==> src/rtl/dm_arbiter.sv <==
// Two-port arbiter/sequencer in front of the single-port data memory: one access per grant,
// 2-cycle gnt->done latency. Define DM_ARB_RR_EN for round-robin, otherwise port 0 has fixed priority.
module dm_arbiter #(
    parameter int DEPTH = 128,
    parameter int AW    = 32,
    parameter int DW    = 32
) (
    input  logic          clk_i,
    input  logic          rst_ni,
    input  logic          p0_req_i,
    input  logic          p0_we_i,
    input  logic [AW-1:0] p0_addr_i,
    input  logic [DW-1:0] p0_wdata_i,
    output logic          p0_gnt_o,
    output logic          p0_done_o,
    output logic          p0_rvalid_o,
    output logic [DW-1:0] p0_rdata_o,
    output logic          p0_err_o,
    input  logic          p1_req_i,
    input  logic          p1_we_i,
    input  logic [AW-1:0] p1_addr_i,
    input  logic [DW-1:0] p1_wdata_i,
    output logic          p1_gnt_o,
    output logic          p1_done_o,
    output logic          p1_rvalid_o,
    output logic [DW-1:0] p1_rdata_o,
    output logic          p1_err_o,
    output logic          MemWrite_o,
    output logic          MemRead_o,
    output logic [AW-1:0] Address_o,
    output logic [DW-1:0] WriteData_o,
    input  logic [DW-1:0] ReadData_i
);
    localparam logic ST_IDLE   = 1'b0;
    localparam logic ST_ACCESS = 1'b1;
    localparam logic [AW-1:0] DEPTH_W = AW'(DEPTH);

    logic          state_q, state_d;
    logic          cmd_we_q, cmd_we_d;
    logic          cmd_port_q, cmd_port_d;
    logic          cmd_err_q, cmd_err_d;
    logic [AW-1:0] cmd_addr_q, cmd_addr_d;
    logic [DW-1:0] cmd_wdata_q, cmd_wdata_d;
    logic          done0_q, done1_q, rvalid0_q, rvalid1_q, err0_q, err1_q;
    logic [DW-1:0] rdata0_q, rdata1_q;
    logic          win0, win1, gnt0, gnt1, any_gnt, in_access, mem_en;

`ifdef DM_ARB_RR_EN
    // last_q = 1 when port 1 received the most recent grant
    logic last_q;
    always_comb begin
        win0 = p0_req_i & (~p1_req_i | last_q);
        win1 = p1_req_i & (~p0_req_i | ~last_q);
    end
    always_ff @(posedge clk_i or negedge rst_ni) begin
        if (!rst_ni)      last_q <= 1'b1;
        else if (any_gnt) last_q <= gnt1;
    end
`else
    always_comb begin
        win0 = p0_req_i;
        win1 = p1_req_i & ~p0_req_i;
    end
`endif

    // Grants are gated by rst_ni so every output reads 0 while reset is held.
    always_comb begin
        gnt0    = win0 & (state_q == ST_IDLE) & rst_ni;
        gnt1    = win1 & (state_q == ST_IDLE) & rst_ni;
        any_gnt = gnt0 | gnt1;
        state_d = (state_q == ST_IDLE) ? (any_gnt ? ST_ACCESS : ST_IDLE) : ST_IDLE;
        cmd_port_d  = gnt1;
        cmd_we_d    = gnt1 ? p1_we_i    : p0_we_i;
        cmd_addr_d  = gnt1 ? p1_addr_i  : p0_addr_i;
        cmd_wdata_d = gnt1 ? p1_wdata_i : p0_wdata_i;
        cmd_err_d   = cmd_addr_d >= DEPTH_W;
    end

    always_comb begin
        in_access   = (state_q == ST_ACCESS);
        mem_en      = in_access & ~cmd_err_q;
        MemWrite_o  = mem_en & cmd_we_q;
        MemRead_o   = mem_en & ~cmd_we_q;
        Address_o   = mem_en ? cmd_addr_q  : '0;
        WriteData_o = mem_en ? cmd_wdata_q : '0;
    end

    always_ff @(posedge clk_i or negedge rst_ni) begin
        if (!rst_ni) begin
            state_q     <= ST_IDLE;
            cmd_we_q    <= 1'b0;
            cmd_port_q  <= 1'b0;
            cmd_err_q   <= 1'b0;
            cmd_addr_q  <= '0;
            cmd_wdata_q <= '0;
        end else begin
            state_q <= state_d;
            if (any_gnt) begin
                cmd_we_q    <= cmd_we_d;
                cmd_port_q  <= cmd_port_d;
                cmd_err_q   <= cmd_err_d;
                cmd_addr_q  <= cmd_addr_d;
                cmd_wdata_q <= cmd_wdata_d;
            end
        end
    end

    // Completion is reported the cycle after ACCESS; blocked reads return zero data.
    always_ff @(posedge clk_i or negedge rst_ni) begin
        if (!rst_ni) begin
            done0_q   <= 1'b0;
            done1_q   <= 1'b0;
            rvalid0_q <= 1'b0;
            rvalid1_q <= 1'b0;
            err0_q    <= 1'b0;
            err1_q    <= 1'b0;
            rdata0_q  <= '0;
            rdata1_q  <= '0;
        end else begin
            done0_q   <= in_access & ~cmd_port_q;
            done1_q   <= in_access &  cmd_port_q;
            rvalid0_q <= in_access & ~cmd_port_q & ~cmd_we_q;
            rvalid1_q <= in_access &  cmd_port_q & ~cmd_we_q;
            err0_q    <= in_access & ~cmd_port_q & cmd_err_q;
            err1_q    <= in_access &  cmd_port_q & cmd_err_q;
            if (in_access & ~cmd_we_q & ~cmd_port_q) rdata0_q <= cmd_err_q ? '0 : ReadData_i;
            if (in_access & ~cmd_we_q &  cmd_port_q) rdata1_q <= cmd_err_q ? '0 : ReadData_i;
        end
    end

    assign p0_gnt_o    = gnt0;
    assign p1_gnt_o    = gnt1;
    assign p0_done_o   = done0_q;
    assign p1_done_o   = done1_q;
    assign p0_rvalid_o = rvalid0_q;
    assign p1_rvalid_o = rvalid1_q;
    assign p0_err_o    = err0_q;
    assign p1_err_o    = err1_q;
    assign p0_rdata_o  = rdata0_q;
    assign p1_rdata_o  = rdata1_q;
endmodule

==> config.mk <==
export PLATFORM = sky130hd
export DESIGN_NAME = dm_arbiter
export DESIGN_NICKNAME = d
export VERILOG_FILES = /design/src/rtl/dm_arbiter.sv
export SDC_FILE = /design/constraint.sdc
export NUM_CORES = 1
export LEC_CHECK = 0
export BUFFER_PORTS_ARGS = -buffer_cell sky130_fd_sc_hd__buf_2
export CAP_MARGIN = 20
export CORE_MARGIN = 10
export CORE_UTILIZATION = 30
export CTS_BUF_LIST = sky130_fd_sc_hd__clkbuf_8 sky130_fd_sc_hd__clkbuf_16
export DETAILED_ROUTE_END_ITERATION = 8
export PLACE_DENSITY = 0.57
export SETUP_SLACK_MARGIN = 0.3
export SLEW_MARGIN = 15
export SYNTH_ARGS = -nofsm -noshare
export SYNTH_HDL_FRONTEND = slang
export SYNTH_SLANG_ARGS = --single-unit
==> constraint.sdc <==
create_clock -name clk_i -period 3.8 [get_ports clk_i]
set_input_delay 0.19 -clock clk_i [delete_from_list [all_inputs] [get_ports clk_i]]
set_output_delay 0.19 -clock clk_i [all_outputs]
set_load 0.05 [all_outputs]
; ---- Word-level counts from Yosys, hierarchy flattened
; Index checks and enable logic that the tools add are counted.
[totals]
output_inout_bits = 138
input_bits = 166
wordCells = 46
register_bits = 138
[classes]
bitwise_logic = 23
order_cmp = 1
muxes = 8
[ops]
columns = operator, count
row1 = $mux 32, 5
row2 = $ge 32x8->1 const B, 1
row3 = $and 1x1->1, 17
row4 = $not 1->1, 5
row5 = $mux 1, 3
row6 = $or 1x1->1, 1

; ---- Logic depth before layout (Yosys ltp)
; Gate-level depths: netlist of the first run.
[depth]
depth_word = 7
depth_mapped = 7
depth_no_buf = 5

; ---- Worst setup path before layout of the first run
; Ideal clock, no wire load.
[synth_timing]
path_type = reg-to-output
from = register cmd_err_q
to = output MemRead_o
path_buffers = 1
t_arrival_ps = 1560
t_required_ps = 3610
setup_slack_ps = 2050
path_stages_with_launch = 4
path_cell_list = dfrtp_1 -> nor2b_1 -> clkbuf_1 -> nor2b_1
[synth_between]
elab_chain_len = 3
[synth_lines]
columns = element, line_no
row1 = from (decl), 41  ; logic cmd_err_q, cmd_err_d;
row2 = from (signal assigned), 101  ; cmd_err_q <= cmd_err_d;
row3 = $not 1->1, 81  ; mem_en = in_access & ~cmd_err_q;
row4 = $and 1x1->1, 81
row5 = $and 1x1->1, 83  ; MemRead_o = mem_en & ~cmd_we_q;
row6 = to (decl), 29  ; output logic MemRead_o,
; No other way between the ends.

; ---- Worst setup path in the final report of the first run
[layout_timing]
from = input rst_ni
to = output p0_gnt_o
[layout_between]
elab_chain_len = 1
[layout_lines]
columns = element, line_no
row1 = from (decl), 9  ; input logic rst_ni,
row2 = $and 1x1->1, 68  ; gnt0 = win0 & (state_q == ST_IDLE) & rst_ni;
row3 = to (decl), 14  ; output logic p0_gnt_o,
; No other way between the ends.

==> results of run 1 <==
-- per-layer routing --
| metal | GRT usage [%] | vias to the layer above |
|---|---|---|
| met4 | 4.026 | 0 |
| met5 | 0 | - |
| met1 | 19.08 | 2660 |
| met2 | 25.17 | 206 |
| met3 | 5.875 | 13 |
| li1 | - | 2836 |
-- worst max-delay path by stage --
stage / slack, ns / cells past startpoint / end
6_report: 0.93 / 8 / p0_gnt_o
5_1_grt: 0.71 / 8 / p0_gnt_o
4_1_cts: 0.88 / 8 / p0_gnt_o
3_5_place_dp: 1.45 / 7 / p0_gnt_o
3_3_place_gp: 1.42 / 7 / p0_gnt_o
2_1_floorplan: 2.05 / 3 / MemRead_o
-- flip-flops by register name (all words and copies together), names as in the netlist, 32 cells and up --
register / cells
cmd_addr_q: 32
cmd_wdata_q: 32
p0_rdata_o: 32
p1_rdata_o: 32
-- critical path, stage by stage --
cell and delay, ns:
dlygate4sd3_1 0.54, buf_6 0.25, nor2b_1 0.20, nand2_1 0.07, buf_4 0.24, inv_2 0.07
buf_4 0.65, buf_2 0.40
-- kinds of logic after synthesis --
kind of cell           after synthesis
AND/OR/NAND/NOR                    260
AO/OA/AOI/OAI                      135
flip-flops                         138
multiplexers                        65
buffers and inverters               49
-- cell usage in the layout, fill, tap and decap left out, types with 2 or more instances in the layout --
cell	count
dfrtp_1	138
nor2_1	3
or4_1	2
and2_1	67
clkbuf_8	3
dlygate4sd3_1	51
nor2b_1	4
nor4_1	9
inv_1	2
mux2i_1	65
clkbuf_16	17
bufinv_16	3
diode_2	3
nand2_1	131
clkinvlp_4	4
buf_2	302
nand2b_1	33
nand3_1	3
buf_4	6
o21ai_0	131
-- power breakdown --
part | internal, mW | leakage, nW | switching, mW
sequential | 1.71 | 1.78 | 0.130
clock | 1.08 | 0.287 | 0.632
combinational | 0.298 | 2.56 | 0.619
-- metrics by stage --
step / worst slack [ns] / hold slack (ns) / power (mW) / std cells
finish: 0.9297 / 0.01864 / 4.468 / 1265
global route: 0.7071 / 0.004451 / 4.697 / 1263
CTS: 0.8776 / 0.001650 / 4.534 / 1262
detailed placement: 1.449 / 0.08053 / 2.750 / 1181
global placement: 1.422 / 0.08048 / 2.734 / 1181
floorplan: 2.050 / -0.1056 / 2.415 / 647
-- cell type report --
type                            instances  area, um2  share of cell area, %
Antenna cell                            3      7.507                0.08191
Clock buffer                           20      466.7                  5.092
Clock inverter                         10      142.6                  1.556
Inverter                                3      11.26                 0.1229
Multi-Input combinational cell        460       2648                  28.89
Sequential cell                       138       3453                  37.68
Tap cell                              270      337.8                  3.686
Timing Repair Buffer                  361       2098                  22.89
==> flow_metrics.tcl, run 1 <==
set metrics [dict create \
    status "finished clean" \
    gp_congestion 0.7760 \
    ant_nets 0 \
    cts_setup_buffers 0 \
    io_buffers 303 \
    yosysUniqueCellTypes 26 \
    die_x_um 164.8 \
    cts_made_buffers 17 \
    synth_area_um2 6291 \
    slew_headroom_pct 41.44 \
    m1WireLength_mm 9.432 \
    drive_gt1_share_pct 34.78 \
    final_core_util_pct 44.86 \
    clock-sinks 138 \
    synth_warnings 0 \
    wl_met2_mm 10.33 \
    grt_max_degree 118 \
    via_per_inst 4.518 \
    finish.net_count 1147 \
    postCtsHoldBufs 51 \
    regToRegSetupSlack_ns 1.57 \
    final_area_um2 9165 \
    reg2reg_depth 3 \
    synth_cells 647 \
    grtUsageTotal_pct 15.54 \
    min_path_cells 3 \
    highest_layer "met4" \
    rsz0062_at_grt "no" \
    worst-setup-path-type "in2out" \
    clkTransAtPathRegs_ns 0.07 \
    cts_root_buf "clkbuf_16" \
    drt_pre_antenna_iters 4 \
    crit_start "rst_ni" \
    area_growth_pct 45.68 \
    synth-compound-area-share_pct 10.80 \
    synth-xor-area-share_pct 0 \
    rows 52 \
    vias 5715 \
    drc 0 \
    antenna_found_initial 2 \
    place_area_um2 8033 \
    die_h_um 164.8 \
    grt_pass1_vias 6018 \
    critPathArrivalTime_ns 2.68 \
    wl_met3_mm 1.803 \
    finalWirelength_mm 21.78 \
    maxCapViolCount 0 \
    setup.worst_path.end_class "output pin" \
    cp-start-kind "primary input" \
    initial_core_util_pct 30.79 \
    coreArea_um2 20430 \
    fin_crit_sh_pct 75.53 \
    synth_common_cells "dfrtp_1 (138), nand2_1 (131), o21ai_0 (131)" \
    finalSetupTns_ns 0 \
    timing_hold_violations_final 0 \
    yosysMostFrequentCell "dfrtp_1" \
    synth_mux_area_share_pct 10.34 \
    setup_violations 0 \
    gr-total-overflow 0 \
    min_period_ns 2.870 \
    synthAdderAreaFrac_pct 0 \
    fillers 2010 \
    power_density_nw_per_um2 487.5 \
    yosysTopAreaCell "dfrtp_1" \
    clkLatencyLatePin_ns 0.41 \
    finalMaxSlewViolations 0 \
    yosys.area_share.simple_pct 20.66 \
    hp-class "in2reg" \
    min-delay-start "p1_addr_i[22]" \
    hpwl_mm 15.96 \
    ys_seq_area_share_pct 54.89 \
    synth-seq-cells 138 \
    grt_pass1_wl_mm 33.45 \
    ys_top_cells_by_area "dfrtp_1 (55%), o21ai_0 (10%), mux2i_1 (10%), nand2_1 (7.8%), and2_1 (6.7%)" \
    syn_avg_cell_area_um2 9.723 \
    synth_top_area_share_pct 54.89 \
    synth_ff_type "dfrtp_1" \
    fin_worst_skew_ns 0.01419 \
    ios 304 \
    die_area_um2 27160 \
    synth_top_family_by_area "simple AND/OR/NAND/NOR gates" \
    crit_fanout 49 \
    ctsResizeCount 0 \
    timing.rr.end "cmd_wdata_q[29]" \
    r2r_start "in_access" \
    critPathRequiredTime_ns 3.61 \
    holdPathEnd "cmd_addr_q[22]" \
    tightest_slew_ns 0.8784 \
    synth_edf_count 0 \
    async_reset_ff_share_pct 100.0 \
    fmax_mhz 348.4 \
    wl_per_cell_um 17.22 \
    ir_drop_uv 243.3 \
    p_leak_nw 4.632 \
    cts_max_level 4 \
    synth_nets 813 \
    clock_path_buffers 2 \
    cts_tree "built" \
    drtIter0Drc 309 \
]
No activity file was read; power rests on OpenSTA's default activity.
==> inputs of run 2 (changes only) <==
- ABC_AREA: unset -> 1
- clock period: 3.8 -> 2.8 ns (I/O delays scaled with it)
==> run 2 against run 1 <==
Compared with the run above:
- critical path depth unchanged
- first-iteration DRC count down 0.65%
- sequential cell count unchanged
- highest routed layer is now met5
- worst setup slack worse by 0.55 ns
- core utilization down 0.54 points
- final cell count up 7.9%
- routed wire length up 2.3%
==> flow_metrics.tcl, run 2 <==
set metrics [dict create \
    status "finished clean" \
    io_buffers 303 \
    synth_edf_count 0 \
    drive_gt1_share_pct 38.57 \
    drt_pre_antenna_iters 5 \
    grtUsageTotal_pct 15.53 \
    gr-total-overflow 0 \
    cp-start-kind "primary input" \
    ir_drop_uv 355.4 \
    regToRegSetupSlack_ns 0.60 \
    grt_pass1_vias 6608 \
    slew_headroom_pct 38.49 \
    setup.worst_path.end_class "output pin" \
    vias 6168 \
    gp_congestion 0.8180 \
    initial_core_util_pct 30.70 \
    critPathTopFamily "buffers and inverters" \
    place_area_um2 8290 \
    stdcell_count 1365 \
    cts_setup_buffers 0 \
    finalWirelength_mm 22.28 \
    power_density_nw_per_um2 581.2 \
    antenna_found_initial 3 \
    cts_max_level 4 \
    wl_per_cell_um 16.32 \
    cpPeakStageDelay_ns 0.62 \
    cts_tree "built" \
    finish.net_count 1242 \
    tightest_slew_ns 0.9226 \
    die_x_um 167.1 \
    synth_ff_type "dfrtp_1" \
    synth_top_area_share_pct 53.17 \
    maxCapViolCount 0 \
    clock_path_buffers 2 \
    yosysTopAreaCell "dfrtp_1" \
    die_h_um 167.1 \
    fin_crit_sh_pct 86.38 \
    finalSetupTns_ns 0 \
    p_leak_nw 5.341 \
    ant_nets 0 \
    syn_avg_cell_area_um2 8.789 \
    finalMaxSlewViolations 0 \
    synth_warnings 0 \
    rsz0062_at_grt "yes" \
    setup_violations 0 \
    crit_buf_inv 6 \
    synth_cells 739 \
    coreArea_um2 21150 \
    timing_hold_violations_final 0 \
    via_per_inst 4.519 \
    ys_top_cells_by_area "dfrtp_1 (53%), mux2_2 (11%), nor2_1 (9.0%), inv_1 (6.7%), o21ai_0 (5.0%)" \
    grt_pass1_wl_mm 35.46 \
    synth-seq-cells 138 \
    die_area_um2 27940 \
    power_mw 5.449 \
    ys_seq_area_share_pct 53.17 \
    fin_worst_skew_ns 0.007693 \
    yosysUniqueCellTypes 21 \
    worst-setup-path-type "in2out" \
    critPathArrivalTime_ns 2.28 \
    drtIter0Drc 307 \
    grt_max_degree 72 \
    clkLatencyLatePin_ns 0.41 \
    dp.cells 1286 \
    hpwl_mm 16.25 \
    drc 0 \
    min_period_ns 2.419 \
    synth_area_um2 6495 \
    slowest_stage "dlygate4sd3_1" \
    crit_chain "dlygate4sd3_1 > buf_6 > inv_1 > nor2_1 > nand2_2 > clkinv_1 > buf_6 > buf_2" \
    synth_common_cells "nor2_1 (156), dfrtp_1 (138), inv_1 (116)" \
    clkTransAtPathRegs_ns 0.06 \
    hp-class "in2reg" \
    final_area_um2 9375 \
    ios 304 \
    critPathRequiredTime_ns 2.66 \
    fmax_mhz 413.5 \
    hold_slack_ns 0.02098 \
    layout_commonest_cell "buf_2" \
    crit_fanout 40 \
    area_growth_pct 44.35 \
    async_reset_ff_share_pct 100.0 \
    synth_nets 905 \
    final_cell_mix "buf_2 (302), nor2_1 (155), dfrtp_1 (138)" \
    crit_top_cell "buf_6" \
    cts_root_buf "clkbuf_16" \
    yosysMostFrequentCell "nor2_1" \
    rows 53 \
    cts_made_buffers 17 \
    clock-sinks 138 \
]
[run 2: area by class of cell]
cell class	instances	area, um2
Fill cell	2106	11780
Sequential cell	138	3453
Multi-Input combinational cell	439	2401
Timing Repair Buffer	362	2107
Inverter	117	442.9
Clock buffer	17	425.4
Tap cell	275	344.1
Clock inverter	15	191.4
Timing Repair inverter	1	7.507
Antenna cell	1	2.502
[run 2: metal layers]
metal	part of all wire, %	GRT usage (%)	wire length, um	vias to the layer above
met2	47	25.37	10530	225
li1	-	-	-	3017
met5	0.16	0	36	-
met1	44	18.74	9733	2894
met4	1.5	4.504	334	4
met3	7.4	5.782	1641	28
[run 2: path summary, 6_finish.rpt]
path	start	end	cells after the start
hold reg to reg	cmd_addr_q[10]	cmd_addr_q[10]	2
setup reg to reg	in_access	cmd_wdata_q[3]	7
min in group asynchronous	rst_ni	cmd_addr_q[2]	3
hold / removal	p1_addr_i[2]	cmd_addr_q[2]	3
setup / recovery	rst_ni	p1_gnt_o	8
max in group asynchronous	rst_ni	p1_rdata_o[27]	4
[run 2: power breakdown]
part           switching, mW  total (mW)  internal, mW  leakage (nW)
logic                  0.485       0.816         0.331          3.24
clock network          0.928        2.35          1.42         0.296
registers             0.0778        2.28          2.20          1.81
total                   1.49        5.45          3.96          5.34
[run 2: stage by stage]
stage	setup slack, ns	util [%]
finish	0.3814	44.32
global placement	0.7032	39.19
floorplan	0.9590	-
detailed placement	0.5702	39.19
global route	0.2352	44.32
CTS	0.3477	44.25
[run 2: worst reg2reg max path, delay by kind of cell, from the launching register on]
family	cells	cell delay, ns
AND/OR/NAND/NOR	3	0.79
buffers and inverters	2	0.61
flip-flops	1	0.41
AO/OA/AOI/OAI	2	0.32
[run 2: kinds of logic (layout without fill, tap and decap cells)]
logic type | Yosys count | in the layout | synth area share (%)
and+or+nand+nor | 263 | 263 | 16.10
buffers and inverters | 162 | 512 | 10.19
DFF | 138 | 138 | 53.17
AOI/OAI and AO/OA | 112 | 112 | 9.439
muxes | 64 | 64 | 11.10
other | 0 | 1 | 0
[run 2: repair_timing]
item / in CTS / in global routing
gates resized for setup: 1 / 2
endpoints found under the hold margin: 101 / 0
endpoints found under the setup margin: 1 / 13
cloned: 0 / 1
hold buffers: 45 / 0
==> inputs of run 3 (changes only) <==
==> constraint.sdc (replaced) <==
create_clock -name clk_i -period 2.8 [get_ports clk_i]
set_input_delay 0.56 -clock clk_i [delete_from_list [all_inputs] [get_ports clk_i]]
set_output_delay 0.56 -clock clk_i [all_outputs]
set_load 0.05 [all_outputs]
==> run 3 against run 2 <==
Compared with the run above:
- register-to-register slack better by 0.26 ns
- clock-buffer cell count is the same
- die area stayed put
- sequential power is essentially flat
- worst setup slack better by 0.072 ns
- sequential share of layout area increased by 1.8 points
- critical path type is now reg2out
- largest power group unchanged
==> flow_metrics.tcl, run 3 (synthesis gave the netlist of run 2 again) <==
set metrics [dict create \
    min_period_ns 2.346 \
    via_per_inst 4.469 \
    status "finished clean" \
    drtIter0Drc 277 \
    pwr-share-seq_pct 42.3 \
    cts_made_buffers 17 \
    cts_root_buf "clkbuf_16" \
    coreArea_um2 21150 \
    reg2reg_depth 7 \
    critPathArrivalTime_ns 1.79 \
    clkTransAtPathRegs_ns 0.06 \
    die_h_um 167.1 \
    grt_pass1_vias 6262 \
    fin_crit_sh_pct 83.79 \
    area_growth_pct 37.64 \
    critPathTopFamily "buffers and inverters" \
    slew_headroom_pct 46.45 \
    wl_per_cell_um 16.47 \
    ir_drop_uv 328.0 \
    drive_gt1_share_pct 40.40 \
    rsz0062_at_grt "no" \
    initial_core_util_pct 30.70 \
    final_cell_mix "buf_2 (302), nor2_1 (154), dfrtp_1 (138)" \
    gr-total-overflow 0 \
    fmax_mhz 426.2 \
    ctsResizeCount 0 \
    hpwl_mm 16.34 \
    setup.worst_path.end_class "output pin" \
    grtUsageTotal_pct 15.33 \
    hp-class "in2async" \
    p_clk_share_pct 43.5 \
    cts_max_level 4 \
    gp_congestion 0.8215 \
    io_buffers 303 \
    vias 5917 \
    crit_chain "nand2_2 > buf_4 > nor2_1 > buf_2" \
    ios 304 \
    stdcell_count 1324 \
    clock_path_buffers 2 \
    p_comb_share_pct 14.1 \
    setup_violations 0 \
    layout_commonest_cell "buf_2" \
    power.internal_mw 3.915 \
    die_x_um 167.1 \
    slowest_stage "buf_4" \
    crit_fanout 46 \
    finalSetupTns_ns 0 \
    finalWirelength_mm 21.80 \
    antenna_found_initial 3 \
    post-place-ws_ns 0.4994 \
    clock-sinks 138 \
    cp-start-kind "register" \
    regToRegSetupSlack_ns 0.86 \
    critPathRequiredTime_ns 2.24 \
    fin_worst_skew_ns 0.01377 \
    p_leak_nw 5.169 \
    swShare_pct 27.28 \
    maxCapViolCount 0 \
    cts_tree "built" \
    timing.rr.end "cmd_wdata_q[24]" \
    grt_pass1_wl_mm 34.62 \
    ant_nets 0 \
    worst_slack_ns 0.4539 \
    drc 0 \
    netSwitchingPower_mw 1.469 \
    crit_buf_inv 2 \
    grt_max_degree 79 \
    postCtsHoldBufs 0 \
    worst-setup-path-type "reg2out" \
    dp.cells 1289 \
    finalMaxSlewViolations 0 \
    finish.net_count 1200 \
    timing_hold_violations_final 0 \
    tightest_slew_ns 0.8033 \
    drt_pre_antenna_iters 4 \
    cp.depth 4 \
    r2r_start "in_access" \
    cts_setup_buffers 0 \
    clkLatencyLatePin_ns 0.42 \
    cpPeakStageDelay_ns 0.45 \
    rows 53 \
    die_area_um2 27940 \
    power_density_nw_per_um2 602.2 \
]
run 3: power groups by stage:
| stage | Combinational [mW] | Sequential, mW | Clock, mW |
|---|---|---|---|
| after global placement | 0.762 | 2.31 | 0 |
| final | 0.761 | 2.28 | 2.34 |
| after floorplan | 0.430 | 2.35 | 0 |
| after global routing | 0.873 | 2.30 | 2.52 |
| after detailed placement | 0.769 | 2.32 | 0 |
| after CTS | 0.772 | 2.28 | 2.42 |
run 3: cell type report:
type | count | area, um2
fillers | 2170 | 12210
flip-flops and latches | 138 | 3453
multi-input cells | 439 | 2404
repair buffers | 321 | 1683
inverters | 117 | 439.2
clock buffers | 17 | 425.4
well taps | 275 | 344.1
clock inverters | 15 | 186.4
diodes | 2 | 5.005
run 3: through the flow:
stage	hold WS [ns]	power, mW	area, um2	util, %
6_report	0.1952	5.384	8940	42.26
5_1_grt	0.2287	5.696	8940	42.26
4_1_cts	0.3735	5.471	8912	42.13
3_5_place_dp	0.4773	3.086	8300	39.24
3_3_place_gp	0.4696	3.072	8300	39.24
2_1_floorplan	0.2644	2.784	6495	-
run 3: how the worst max path moves through the flow:
stage | slack (ns) | from | endpoint
detailed placement | 0.50 | rst_ni | cmd_wdata_q[24]
global route | 0.34 | in_access | WriteData_o[28]
floorplan | 0.54 | cmd_err_q | Address_o[22]
global placement | 0.61 | rst_ni | cmd_wdata_q[22]
finish | 0.45 | in_access | WriteData_o[22]
CTS | 0.36 | in_access | p0_gnt_o
run 3: metal layers:
layer / share of wire (%) / track usage, % / vias up
met5: 0.083 / 0 / -
met4: 1.2 / 4.050 / 2
met3: 8.8 / 5.899 / 17
met2: 47 / 24.82 / 239
met1: 43 / 18.72 / 2731
li1: - / - / 2928
run 3: worst register-to-register path, delay by kind of cell, from the launching register on:
kind	cells	cell delay [ns]
AOI/OAI and AO/OA	2	0.36
buffers and inverters	2	0.63
and+or+nand+nor	3	0.46
DFF	1	0.42
